--- src/rtl/scr1_memif_pkg.sv ---
// Shared encodings for the core-side memory request/response interfaces.
package scr1_memif_pkg;

    localparam int unsigned SCR1_MEM_WAIT_MAX = 15;

    typedef enum logic {
        SCR1_MEM_CMD_RD = 1'b0,
        SCR1_MEM_CMD_WR = 1'b1
    } type_scr1_mem_cmd_e;

    typedef enum logic [1:0] {
        SCR1_MEM_WIDTH_BYTE = 2'b00,
        SCR1_MEM_WIDTH_HALF = 2'b01,
        SCR1_MEM_WIDTH_WORD = 2'b10,
        SCR1_MEM_WIDTH_RSVD = 2'b11
    } type_scr1_mem_width_e;

    typedef enum logic [1:0] {
        SCR1_MEM_RESP_IDLE  = 2'b00,
        SCR1_MEM_RESP_OKAY  = 2'b01,
        SCR1_MEM_RESP_ERROR = 2'b10
    } type_scr1_mem_resp_e;

endpackage

--- src/rtl/scr1_mem_lane_align.sv ---
// Byte-lane steering between right-aligned core data and a 32-bit byte-enabled memory word.
module scr1_mem_lane_align
    import scr1_memif_pkg::*;
(
    input  logic [1:0]  width_i,
    input  logic [1:0]  addr_i,
    input  logic [31:0] wdata_i,
    input  logic [31:0] qb_i,
    output logic [3:0]  web_o,
    output logic [31:0] wdata_o,
    output logic [31:0] rdata_o
);

    logic [31:0] qb_shifted;

    assign qb_shifted = qb_i >> {addr_i, 3'b000};

    always_comb begin
        web_o   = '0;
        wdata_o = '0;
        rdata_o = '0;
        case (type_scr1_mem_width_e'(width_i))
            SCR1_MEM_WIDTH_BYTE: begin
                web_o   = 4'b0001 << addr_i;
                wdata_o = {4{wdata_i[7:0]}};
                rdata_o = {24'd0, qb_shifted[7:0]};
            end
            SCR1_MEM_WIDTH_HALF: begin
                web_o   = 4'b0011 << addr_i;
                wdata_o = {2{wdata_i[15:0]}};
                rdata_o = {16'd0, qb_shifted[15:0]};
            end
            SCR1_MEM_WIDTH_WORD: begin
                web_o   = 4'b1111;
                wdata_o = wdata_i;
                rdata_o = qb_shifted;
            end
            default: begin
                web_o   = '0;
                wdata_o = '0;
                rdata_o = '0;
            end
        endcase
    end

endmodule

--- src/rtl/scr1_dmem_mem_bridge.sv ---
// Data-memory bridge: one request at a time to TCM port B, with checks and wait states.
module scr1_dmem_mem_bridge
    import scr1_memif_pkg::*;
#(
    parameter int SCR1_WIDTH       = 32,
    parameter int SCR1_SIZE        = 'h10000,
    parameter int SCR1_WAIT_STATES = 0,
    localparam int AW              = $clog2(SCR1_SIZE)
)
(
    input  logic                  clk,
    input  logic                  rst_n,
    input  logic                  dmem_req,
    input  logic                  dmem_cmd,
    input  logic [1:0]            dmem_width,
    input  logic [31:0]           dmem_addr,
    input  logic [SCR1_WIDTH-1:0] dmem_wdata,
    output logic                  dmem_req_ack,
    output logic [SCR1_WIDTH-1:0] dmem_rdata,
    output logic [1:0]            dmem_resp,
    output logic                  mem_ren,
    output logic                  mem_wen,
    output logic [3:0]            mem_web,
    output logic [AW-1:0]         mem_addr,
    output logic [SCR1_WIDTH-1:0] mem_wdata,
    input  logic [SCR1_WIDTH-1:0] mem_qb
);

    localparam int unsigned CNT_W = $clog2(SCR1_MEM_WAIT_MAX + 1);

    typedef enum logic [1:0] {
        ST_IDLE,
        ST_WAIT,
        ST_ACCESS,
        ST_RESP
    } state_e;

    state_e                state_q;
    type_scr1_mem_cmd_e    cmd_q;
    type_scr1_mem_width_e  width_q;
    logic [AW-1:0]         addr_q;
    logic [SCR1_WIDTH-1:0] wdata_q;
    logic                  err_q;
    logic [CNT_W-1:0]      cnt_q;

    logic                  req_err;
    logic [3:0]            lane_web;
    logic [SCR1_WIDTH-1:0] lane_wdata;
    logic [SCR1_WIDTH-1:0] lane_rdata;

    // Out-of-range means any address bit at or above the memory size is set.
    assign req_err = (dmem_width == SCR1_MEM_WIDTH_RSVD)
                   | ((dmem_width == SCR1_MEM_WIDTH_HALF) & dmem_addr[0])
                   | ((dmem_width == SCR1_MEM_WIDTH_WORD) & (dmem_addr[1:0] != 2'b00))
                   | ((dmem_addr >> AW) != '0);

    always_ff @(posedge clk or negedge rst_n) begin
        if (!rst_n) begin
            state_q <= ST_IDLE;
            cmd_q   <= SCR1_MEM_CMD_RD;
            width_q <= SCR1_MEM_WIDTH_BYTE;
            addr_q  <= '0;
            wdata_q <= '0;
            err_q   <= 1'b0;
            cnt_q   <= '0;
        end else begin
            case (state_q)
                ST_IDLE: begin
                    if (dmem_req) begin
                        cmd_q   <= type_scr1_mem_cmd_e'(dmem_cmd);
                        width_q <= type_scr1_mem_width_e'(dmem_width);
                        addr_q  <= dmem_addr[AW-1:0];
                        wdata_q <= dmem_wdata;
                        err_q   <= req_err;
                        if (req_err) begin
                            state_q <= ST_RESP;
                        end else if (SCR1_WAIT_STATES > 0) begin
                            state_q <= ST_WAIT;
                            cnt_q   <= CNT_W'(SCR1_WAIT_STATES - 1);
                        end else begin
                            state_q <= ST_ACCESS;
                        end
                    end
                end
                ST_WAIT: begin
                    if (cnt_q == '0) begin
                        state_q <= ST_ACCESS;
                    end else begin
                        cnt_q <= cnt_q - 1'b1;
                    end
                end
                ST_ACCESS: state_q <= ST_RESP;
                ST_RESP:   state_q <= ST_IDLE;
                default:   state_q <= ST_IDLE;
            endcase
        end
    end

    scr1_mem_lane_align u_lane_align (
        .width_i (width_q),
        .addr_i  (addr_q[1:0]),
        .wdata_i (wdata_q),
        .qb_i    (mem_qb),
        .web_o   (lane_web),
        .wdata_o (lane_wdata),
        .rdata_o (lane_rdata)
    );

    assign dmem_req_ack = (state_q == ST_IDLE);

    assign mem_ren   = (state_q == ST_ACCESS) & (cmd_q == SCR1_MEM_CMD_RD);
    assign mem_wen   = (state_q == ST_ACCESS) & (cmd_q == SCR1_MEM_CMD_WR);
    assign mem_web   = mem_wen ? lane_web : '0;
    assign mem_wdata = mem_wen ? lane_wdata : '0;
    assign mem_addr  = (state_q == ST_ACCESS) ? addr_q : '0;

    assign dmem_resp  = (state_q != ST_RESP) ? SCR1_MEM_RESP_IDLE :
                        (err_q ? SCR1_MEM_RESP_ERROR : SCR1_MEM_RESP_OKAY);
    assign dmem_rdata = ((state_q == ST_RESP) & !err_q & (cmd_q == SCR1_MEM_CMD_RD))
                        ? lane_rdata : '0;

endmodule

--- config.mk ---
export PLATFORM = sky130hd
export DESIGN_NAME = scr1_dmem_mem_bridge
export DESIGN_NICKNAME = d
export VERILOG_FILES = /design/src/rtl/scr1_memif_pkg.sv /design/src/rtl/scr1_mem_lane_align.sv /design/src/rtl/scr1_dmem_mem_bridge.sv
export SDC_FILE = /design/constraint.sdc
export NUM_CORES = 1
export LEC_CHECK = 0
export BUFFER_PORTS_ARGS = -buffer_cell sky130_fd_sc_hd__buf_2
export CAP_MARGIN = 20
export CORE_MARGIN = 4
export CORE_UTILIZATION = 50
export DETAILED_ROUTE_END_ITERATION = 16
export PLACE_DENSITY = 0.89
export SLEW_MARGIN = 0
export SYNTH_ARGS = -nofsm -noshare
export SYNTH_HDL_FRONTEND = slang
export SYNTH_SLANG_ARGS = --single-unit
export TNS_END_PERCENT = 1
--- constraint.sdc ---
create_clock -name clk -period 3.5 [get_ports clk]
set_input_delay 0.875 -clock clk [delete_from_list [all_inputs] [get_ports clk]]
set_output_delay 0.875 -clock clk [all_outputs]
set_load 0.05 [all_outputs]
==> impl_metrics.json, run 1 <==
{
  "r2r_slack_ns": 1.54,
  "skew_ns": 0.01234,
  "drc": 0,
  "post_dp_cell_area_um2": 4793,
  "irDropWorstVdd_uv": 565.5,
  "die_height_um": 95.74,
  "place_ws_ns": 0.6758,
  "grt-ovfl-total": 0,
  "cp_max_fo": 26,
  "synth-main-ff-cell": "dfrtp_1",
  "power.share.clock_pct": 11.5,
  "syn-num-nets": 476,
  "ant_nets": 0,
  "period_share_pct": 91.39,
  "placed_cells": 647,
  "whs_ns": 0.4904,
  "reg2reg_from": "state_q[0]",
  "ys_types": 35,
  "cts_buffers": 9,
  "clkTransAtPathRegs_ns": 0.07,
  "cellPowerDensity_nw_per_um2": 923.6,
  "grtUsageTotal_pct": 24.43,
  "fin_crit_ns": 3.199,
  "finalWirelength_um": 11260,
  "maxSlewViolCount": 0,
  "rr_worst_depth": 4,
  "cts.sink_count": 58,
  "synth-seq-cells": 58,
  "final-seq-area_um2": 1451,
  "rows": 31,
  "p_leak_nw": 2.586,
  "critical_path.cell_chain": "nor2b_1, nand2_2, a21oi_2, and2_1, buf_2",
  "io_buffers": 190,
  "grt_max_degree": 39,
  "gp_congestion": 0.9075,
  "switching_share_pct": 47.73,
  "min_path_cells": 1,
  "antenna_found_initial": 0,
  "tritoncts": "done",
  "status": "finished clean",
  "synth_top_area_share_pct": 37.71,
  "max_stage_delay_ns": 0.52,
  "core_area_um2": 7370,
  "rr_endpoint": "wdata_q[25]",
  "cp_top_family": "simple AND/OR/NAND/NOR gates",
  "num_vias": 3563,
  "hp-class": "flip-flop to flip-flop",
  "worstPathRequired_ns": 2.62,
  "synth.avg_cell_area_um2": 10.32,
  "max_cap_viol_count": 0,
  "cts_resized": 0,
  "initial_core_util_pct": 52.22,
  "num_io_pins": 191,
  "post_cts_buffers": 0,
  "synth_warnings": 0,
  "tns_ns": 0,
  "max-clock-path-buffers": 2,
  "startpoint_type": "flip-flop",
  "synthCells": 373,
  "cts_root_buffer": "clkbuf_8",
  "drt_pre_antenna_iters": 4,
  "grt_pass1_vias": 3616,
  "slew_headroom_pct": 52.39,
  "synthToLayoutAreaGrowth_pct": 28.97,
  "worst_ep_arrival_time_ns": 2.32,
  "setup_viol": 0,
  "critPathBufInv": 1,
  "power_frac_comb_pct": 60.8,
  "end_kind": "output port",
  "layout-drive-gt1-share_pct": 49.29,
  "fill_cells": 593,
  "avgRoutedWirePerCell_um": 16.98,
  "fin_area_um2": 4964,
  "synth_edf_count": 0,
  "clock_latency_ns": 0.34,
  "internal_power_mw": 2.396,
  "yosys-top-cells-area": "dfrtp_1 (38%), mux2_4 (19%), nor2_1 (5.9%)",
  "tightest_slew_ns": 0.7127,
  "async_reset_ff_share_pct": 100.0,
  "switchingPower_mw": 2.188,
  "setup_slack_ns": 0.3013,
  "syn-cell-area_um2": 3849,
  "fin_nets": 662,
  "fin_cells": 663,
  "diodes": 0,
  "final_hold_viol_count": 0,
  "hpwl_um": 8647,
  "critPathKind": "flip-flop to output port",
  "drt_iter0_markers": 188,
  "routed_via_density": 5.374,
  "slowest_stage": "a21oi_2",
  "grt_pass1_wl_um": 17390,
  "die_area_um2": 9165,
  "pwr-share-seq_pct": 27.7,
  "fmax_ghz": 0.3126,
  "die_w_um": 95.74,
  "cts.htree.levels": 3,
  "cts_hold_buf": 0,
  "min_to": "cnt_q[3]",
  "multi_input_area_um2": 2166,
  "synth_top_area_cell": "dfrtp_1",
  "min-delay-start": "cnt_q[3]",
  "ys_seq_area_share_pct": 37.71,
  "rsz0062_at_grt": "no"
}
## layout make-up
cell class	count	area share [%]
clock buffers	9	2.496
well taps	99	2.496
flip-flops and latches	58	29.24
multi-input cells	285	43.64
clock inverters	7	0.9327
repair buffers	202	20.97
inverters	3	0.2269
## synth_stat cells, types with 5 or more instances
library cell	number
a2bb2oi_1	16
a21oi_1	37
mux2_4	48
nand2_1	6
buf_2	14
and2_1	32
nor2b_1	23
dfrtp_1	58
buf_12	6
nor2_1	60
a211oi_1	16
mux2i_1	16
clkbuf_1	5
## metrics by stage
| stage | util [%] | total power [mW] |
|---|---|---|
| floorplan | - | 3.513 |
| global placement | 65.04 | 3.953 |
| detailed placement | 65.04 | 4.032 |
| CTS | 67.35 | 4.584 |
| global route | 67.35 | 4.854 |
| finish | 67.35 | 4.584 |
## flip-flops by register name, indices dropped and copies added (netlist names)
register,count
state_q,2
err_q,1
addr_q,16
width_q,2
wdata_q,32
cmd_q,1
cnt_q,4
## power by group through the flow
stage / registers (mW) / logic, mW / clock network, mW
after global placement: 1.25 / 2.71 / 0
after global routing: 1.31 / 2.97 / 0.567
after CTS: 1.26 / 2.78 / 0.540
after floorplan: 1.16 / 2.35 / 0
after detailed placement: 1.26 / 2.77 / 0
final: 1.27 / 2.79 / 0.528
## routing by layer
metal	global-route usage (%)	vias to the layer above	wire, um
met5	0	-	0
met4	11.61	0	305
met3	4.066	28	980
met2	43.20	182	5652
met1	28.72	1681	4320
li1	-	1672	-
## cell families (layout without fill, tap and decap cells)
group           Yosys count  after routing  synth area share [%]
fa+ha+maj                 1              1                0.3250
buf+inv                  30            221                 6.015
simple gates            136            136                 18.27
flops                    58             58                 37.71
compound gates           78             78                 13.23
mux                      67             67                 23.76
xor+xnor                  3              3                0.6828
## worst max-delay path by stage
stage | from | endpoint | slack [ns] | cells past startpoint
after floorplan | mem_qb[2] | dmem_rdata[2] | 0.41 | 3
after global placement | state_q[0] | mem_wdata[0] | 0.74 | 5
after detailed placement | state_q[1] | mem_wdata[7] | 0.68 | 5
after CTS | state_q[1] | mem_wdata[7] | 0.31 | 5
after global routing | state_q[1] | mem_wdata[7] | 0.13 | 5
final | state_q[1] | mem_wdata[7] | 0.30 | 5
## placed cells by master (no fill, tap or decap), drive strengths merged, types with 2 or more instances in the layout
cell,Yosys,routed
nor3,2,2
nor4,4,4
xnor2,3,3
clkbuf,5,9
clkinvlp,0,3
buf,22,202
mux2,51,51
mux2i,16,16
nor2b,23,23
a211oi,16,16
inv,3,3
and2,33,33
o21a,4,4
o21ai,3,3
nor2,62,62
nand2,7,7
a21oi,38,38
dfrtp,58,58
a2bb2oi,16,16
clkinv,0,4
(Power assumes the default switching activity.)
==> run 2: changes to the inputs <==
--- a/config.mk
+++ b/config.mk
@@ -5,13 +5,15 @@
 export SDC_FILE = /design/constraint.sdc
 export NUM_CORES = 1
 export LEC_CHECK = 0
+export ABC_AREA = 1
 export BUFFER_PORTS_ARGS = -buffer_cell sky130_fd_sc_hd__buf_2
 export CAP_MARGIN = 20
 export CORE_MARGIN = 4
 export CORE_UTILIZATION = 50
+export CTS_BUF_LIST = sky130_fd_sc_hd__clkbuf_4
 export DETAILED_ROUTE_END_ITERATION = 16
-export PLACE_DENSITY = 0.89
-export SLEW_MARGIN = 0
+export PLACE_DENSITY = 0.91
+export SLEW_MARGIN = 20
 export SYNTH_ARGS = -nofsm -noshare
 export SYNTH_HDL_FRONTEND = slang
 export SYNTH_SLANG_ARGS = --single-unit
==> impl_metrics.json, run 2 <==
{
  "ys_types": 21,
  "synth_warnings": 0,
  "gp_congestion": 0.9273,
  "max_cap_viol_count": 0,
  "irDropWorstVdd_uv": 730.7,
  "cts_buffers": 9,
  "drt_pre_antenna_iters": 5,
  "syn-cell-area_um2": 3590,
  "fin_nets": 861,
  "skew_ns": 0.01002,
  "syn-num-nets": 681,
  "worst_ep_arrival_time_ns": 2.32,
  "synth_edf_count": 0,
  "tritoncts": "done",
  "ys_seq_area_share_pct": 40.43,
  "synth_top_family_by_area": "simple AND/OR/NAND/NOR gates",
  "worstPathRequired_ns": 2.62,
  "postLayoutCoreUtil_pct": 68.51,
  "drc": 0,
  "synth-main-ff-cell": "dfrtp_1",
  "synthCells": 578,
  "largest-register": "wdata_q",
  "synthXorXnorAreaFrac_pct": 0.4880,
  "finalWirelength_um": 11500,
  "tightest_slew_ns": 0.9183,
  "hpwl_um": 8783,
  "p_leak_nw": 2.884,
  "initial_core_util_pct": 52.26,
  "rsz0062_at_grt": "no",
  "period_share_pct": 91.37,
  "cp_max_fo": 16,
  "synth_top_area_cell": "dfrtp_1",
  "synthTopCellsByCount": "nand2_1 (252), nor2_1 (81), dfrtp_1 (58)",
  "largestRegisters": "wdata_q: 32 flops, addr_q: 16 flops, cnt_q: 4 flops",
  "clkTransAtPathRegs_ns": 0.11,
  "ant_nets": 0,
  "synth-seq-cells": 58,
  "grt-ovfl-total": 0,
  "cts.htree.levels": 3,
  "grt_pass1_wl_um": 19100,
  "final_common_cell": "nand2_1",
  "cellPowerDensity_nw_per_um2": 872.7,
  "critPathKind": "flip-flop to output port",
  "num_vias": 4280,
  "io_buffers": 190,
  "tns_ns": 0,
  "grt_pass1_vias": 4233,
  "end_kind": "output port",
  "synth.most_common_cell": "nand2_1",
  "final_hold_viol_count": 0,
  "num_io_pins": 191,
  "yosys-top-cells-area": "dfrtp_1 (40%), nand2_1 (26%), nor2_1 (8.5%)",
  "fin_crit_ns": 3.198,
  "diodes": 0,
  "grtUsageTotal_pct": 27.43,
  "synthToLayoutAreaGrowth_pct": 31.09,
  "cts_hold_buf": 0,
  "largest_reg_flops": 32,
  "grt_max_degree": 47,
  "max-clock-path-buffers": 2,
  "final_cell_mix": "nand2_1 (252), buf_2 (189), nor2_1 (81)",
  "avgRoutedWirePerCell_um": 13.38,
  "die_area_um2": 8599,
  "rows": 30,
  "clock_latency_ns": 0.39,
  "fmax_ghz": 0.3127,
  "routed_via_density": 4.983,
  "die_height_um": 92.73,
  "layout-drive-gt1-share_pct": 29.49,
  "cts_root_buffer": "clkbuf_4",
  "maxSlewViolCount": 0,
  "hp-class": "primary input to async pin",
  "synth.avg_cell_area_um2": 6.211,
  "status": "finished clean",
  "core_area_um2": 6869,
  "slew_headroom_pct": 38.71,
  "setup_viol": 0,
  "antenna_found_initial": 0,
  "muxShareOfSynthArea_pct": 0,
  "die_w_um": 92.73,
  "cts.sink_count": 58,
  "yosys.area_share.simple_pct": 41.02,
  "fill_cells": 572,
  "startpoint_type": "flip-flop",
  "synth_top_area_share_pct": 40.43,
  "async_reset_ff_share_pct": 100.0,
  "yosys.area_share.adder_pct": 0.3486,
  "drt_iter0_markers": 199,
  "synth-compound-area-share_pct": 8.644
}
-- run 2: changes by cell type in the layout (fill, tap and decap cells not counted), sizes merged, moves of 7 or more --
cell / before / now
inv: 3 / 51
nor2: 62 / 82
a2bb2oi: 16 / 0
nand2: 7 / 254
and2: 33 / 0
o21ai: 3 / 39
a211oi: 16 / 0
nor2b: 23 / 0
mux2: 51 / 0
nand3: 0 / 29
or2: 0 / 7
a21oi: 38 / 23
mux2i: 16 / 0
-- run 2: kinds of logic after synthesis --
group / after synthesis
adder cells (fa/ha/maj): 1
buffers and inverters: 81
AND/OR/NAND/NOR: 374
flip-flops: 58
AO/OA/AOI/OAI: 62
XOR/XNOR: 2
-- run 2: worst max-delay path: stages (launching register included) --
cell and delay (ns):
dfrtp_1 0.46, nand2_1 0.16, nor3_2 0.22, nand3_1 0.49, nor3_1 0.29, buf_2 0.30
-- run 2: final timing paths --
path,cells past startpoint,slack (ns),startpoint,end
min in group clk,1,0.50,cnt_q[0],cnt_q[0]
setup reg to reg,6,1.65,state_q[0],wdata_q[2]
hold / removal,1,0.46,rst_n,wdata_q[22]
hold reg to reg,1,0.50,cnt_q[0],cnt_q[0]
setup / recovery,5,0.30,state_q[1],dmem_rdata[31]
max in group asynchronous,2,2.42,rst_n,wdata_q[5]
-- run 2: stage by stage --
stage               std cells  hold WS, ns  power (mW)  area (um^2)  setup slack (ns)
global route              859       0.5012       4.451         4706           0.01709
finish                    859       0.4575       4.106         4706            0.3020
CTS                       859       0.4979       4.099         4700            0.1446
floorplan                 578       0.4416       3.064         3590            0.6153
global placement          843       0.4551       3.630         4591            0.7320
detailed placement        843       0.4736       3.694         4591            0.6064
-- run 2: power by group --
group | switching (mW) | internal [mW]
registers | 0.211 | 0.966
logic | 1.90 | 0.633
clock network | 0.248 | 0.148
total | 2.36 | 1.75
-- run 2: final cells by class --
cell class	count	area, um^2	share of cell area (%)
repair buffers	198	1013	21.54
inverters	52	198.9	4.228
flip-flops and latches	58	1451	30.84
well taps	96	120.1	2.553
clock inverters	6	33.78	0.7179
multi-input cells	439	1813	38.53
clock buffers	10	75.07	1.595
-- run 2: metal layers --
metal	share of wire (%)	vias to the layer above	routed length, um	track usage [%]
li1	-	2126	-	-
met1	39	1876	4526	32.64
met2	48	240	5521	47.37
met3	9.6	38	1106	5.849
met4	3.0	0	340	12.58
met5	0	-	0	0
-- run 2: timing repair --
| item | in CTS | in global routing |
|---|---|---|
| setup buffers | 0 | 0 |
| setup endpoints to repair | 0 | 17 |
| resized for setup | 0 | 1 |
==> run 3: changes to the inputs <==
--- a/config.mk
+++ b/config.mk
@@ -8,12 +8,12 @@
 export ABC_AREA = 1
 export BUFFER_PORTS_ARGS = -buffer_cell sky130_fd_sc_hd__buf_2
 export CAP_MARGIN = 20
-export CORE_MARGIN = 4
+export CORE_MARGIN = 1.5
 export CORE_UTILIZATION = 50
 export CTS_BUF_LIST = sky130_fd_sc_hd__clkbuf_4
 export DETAILED_ROUTE_END_ITERATION = 16
+export GPL_TIMING_DRIVEN = 0
 export PLACE_DENSITY = 0.91
-export SLEW_MARGIN = 20
 export SYNTH_ARGS = -nofsm -noshare
 export SYNTH_HDL_FRONTEND = slang
 export SYNTH_SLANG_ARGS = --single-unit
==> impl_metrics.json, run 3 (same netlist as run 2, synthesis figures left out) <==
{
  "status": "finished clean",
  "startpoint_type": "flip-flop",
  "setup_viol": 0,
  "place_ws_ns": 0.7923,
  "period_share_pct": 90.44,
  "drt_pre_antenna_iters": 5,
  "slew_headroom_pct": 56.98,
  "layout-drive-gt1-share_pct": 28.92,
  "irDropWorstVdd_uv": 496.8,
  "final_hold_viol_count": 0,
  "setup_slack_ns": 0.3347,
  "largestRegisters": "wdata_q: 32 flops, addr_q: 16 flops, cnt_q: 4 flops",
  "gp_congestion": 0.9395,
  "die_height_um": 87.73,
  "finalWirelength_um": 11270,
  "max_cap_viol_count": 0,
  "clock_latency_ns": 0.38,
  "largest-register": "wdata_q",
  "grt_pass1_vias": 4057,
  "reg2reg_from": "state_q[0]",
  "core_area_um2": 6869,
  "diodes": 0,
  "final_cell_mix": "nand2_1 (252), buf_2 (198), nor2_1 (81)",
  "clkTransAtPathRegs_ns": 0.11,
  "post_dp_cell_area_um2": 4681,
  "critPathBufInv": 4,
  "initial_core_util_pct": 52.26,
  "critPathLaunch": "state_q[0]",
  "rows": 30,
  "end_kind": "output port",
  "hp-class": "primary input to async pin",
  "cp_max_fo": 10,
  "num_io_pins": 191,
  "final_common_cell": "nand2_1",
  "cts_root_buffer": "clkbuf_4",
  "cellPowerDensity_nw_per_um2": 875.7,
  "drc": 0,
  "post_cts_buffers": 0,
  "die_area_um2": 7697,
  "fin_nets": 883,
  "max-clock-path-buffers": 2,
  "slowest_stage": "dfrtp_1",
  "tightest_slew_ns": 0.6429,
  "grt_max_degree": 35,
  "fin_crit_ns": 3.165,
  "cp_top_family": "buffers and inverters",
  "skew_ns": 0.009423,
  "maxSlewViolCount": 0,
  "cts.htree.levels": 3,
  "tns_ns": 0,
  "grt_pass1_wl_um": 18030,
  "tritoncts": "done",
  "die_w_um": 87.73,
  "num_vias": 4419,
  "cts_hold_buf": 0,
  "worst_ep_arrival_time_ns": 2.29,
  "p_leak_nw": 2.941,
  "cts_resized": 0,
  "fill_cells": 601,
  "avgRoutedWirePerCell_um": 12.80,
  "worstPathRequired_ns": 2.62,
  "drt_iter0_markers": 272,
  "cts_buffers": 9,
  "ant_nets": 0,
  "critPathKind": "flip-flop to output port",
  "grtUsageTotal_pct": 30.02,
  "rsz0062_at_grt": "no",
  "synthToLayoutAreaGrowth_pct": 34.09,
  "cts.sink_count": 58,
  "grt-ovfl-total": 0,
  "max_stage_delay_ns": 0.42,
  "hpwl_um": 8805,
  "critical_path.cell_chain": "inv_1, nand2_2, nor2_1, clkinv_1, clkbuf_1, a21oi_1, buf_2",
  "fmax_ghz": 0.3159,
  "whs_ns": 0.4676,
  "antenna_found_initial": 0,
  "largest_reg_flops": 32,
  "io_buffers": 190,
  "fin_area_um2": 4813,
  "routed_via_density": 5.016
}
-- run 3: changes by cell type in the layout (fill, tap and decap cells not counted), sizes merged --
cell and change:
clkbuf +17, buf +5, clkinvlp -2, bufinv +1, clkinv +1
-- run 3: routing by layer --
layer  vias to the layer above  GRT usage [%]  part of all wire (%)
met5                         -              0                     0
met4                         0          13.13                   2.9
met3                        28          4.713                   9.1
met2                       288          52.12                    48
met1                      1936          36.87                    40
li1                       2167              -                     -
-- run 3: final timing paths --
path                            slack (ns)  cells past startpoint       endpoint
worst max-delay path                  0.33                      7  mem_wdata[21]
worst min-delay path                  0.47                      1    wdata_q[30]
worst max register to register        1.85                      6     addr_q[12]
worst min register to register        0.48                      1       cnt_q[0]
max in group asynchronous             2.43                      2     wdata_q[6]
min in group clk                      0.48                      1       cnt_q[0]
-- run 3: area by class of cell --
| type | count | area [um^2] | share of cell area [%] |
|---|---|---|---|
| multi-input combinational | 439 | 1813 | 37.67 |
| sequential | 58 | 1451 | 30.15 |
| timing repair buffer | 191 | 970.9 | 20.17 |
| inverter | 52 | 195.2 | 4.055 |
| buffer | 29 | 130.1 | 2.703 |
| tap | 96 | 120.1 | 2.495 |
| clock buffer | 10 | 75.07 | 1.560 |
| clock inverter | 6 | 57.56 | 1.196 |
-- run 3: stage by stage --
stage	power, mW	util (%)	instances
after CTS	4.209	70.07	881
after detailed placement	3.731	68.14	865
after floorplan	3.064	-	578
final	4.215	70.07	881
after global routing	4.531	70.07	881
after global placement	3.676	67.85	864
-- run 3: where the power goes --
part | internal [mW] | switching, mW | leakage, nW | total, mW
registers | 0.966 | 0.200 | 0.723 | 1.17
logic | 0.651 | 1.93 | 2.14 | 2.58
clock network | 0.221 | 0.244 | 0.0759 | 0.465
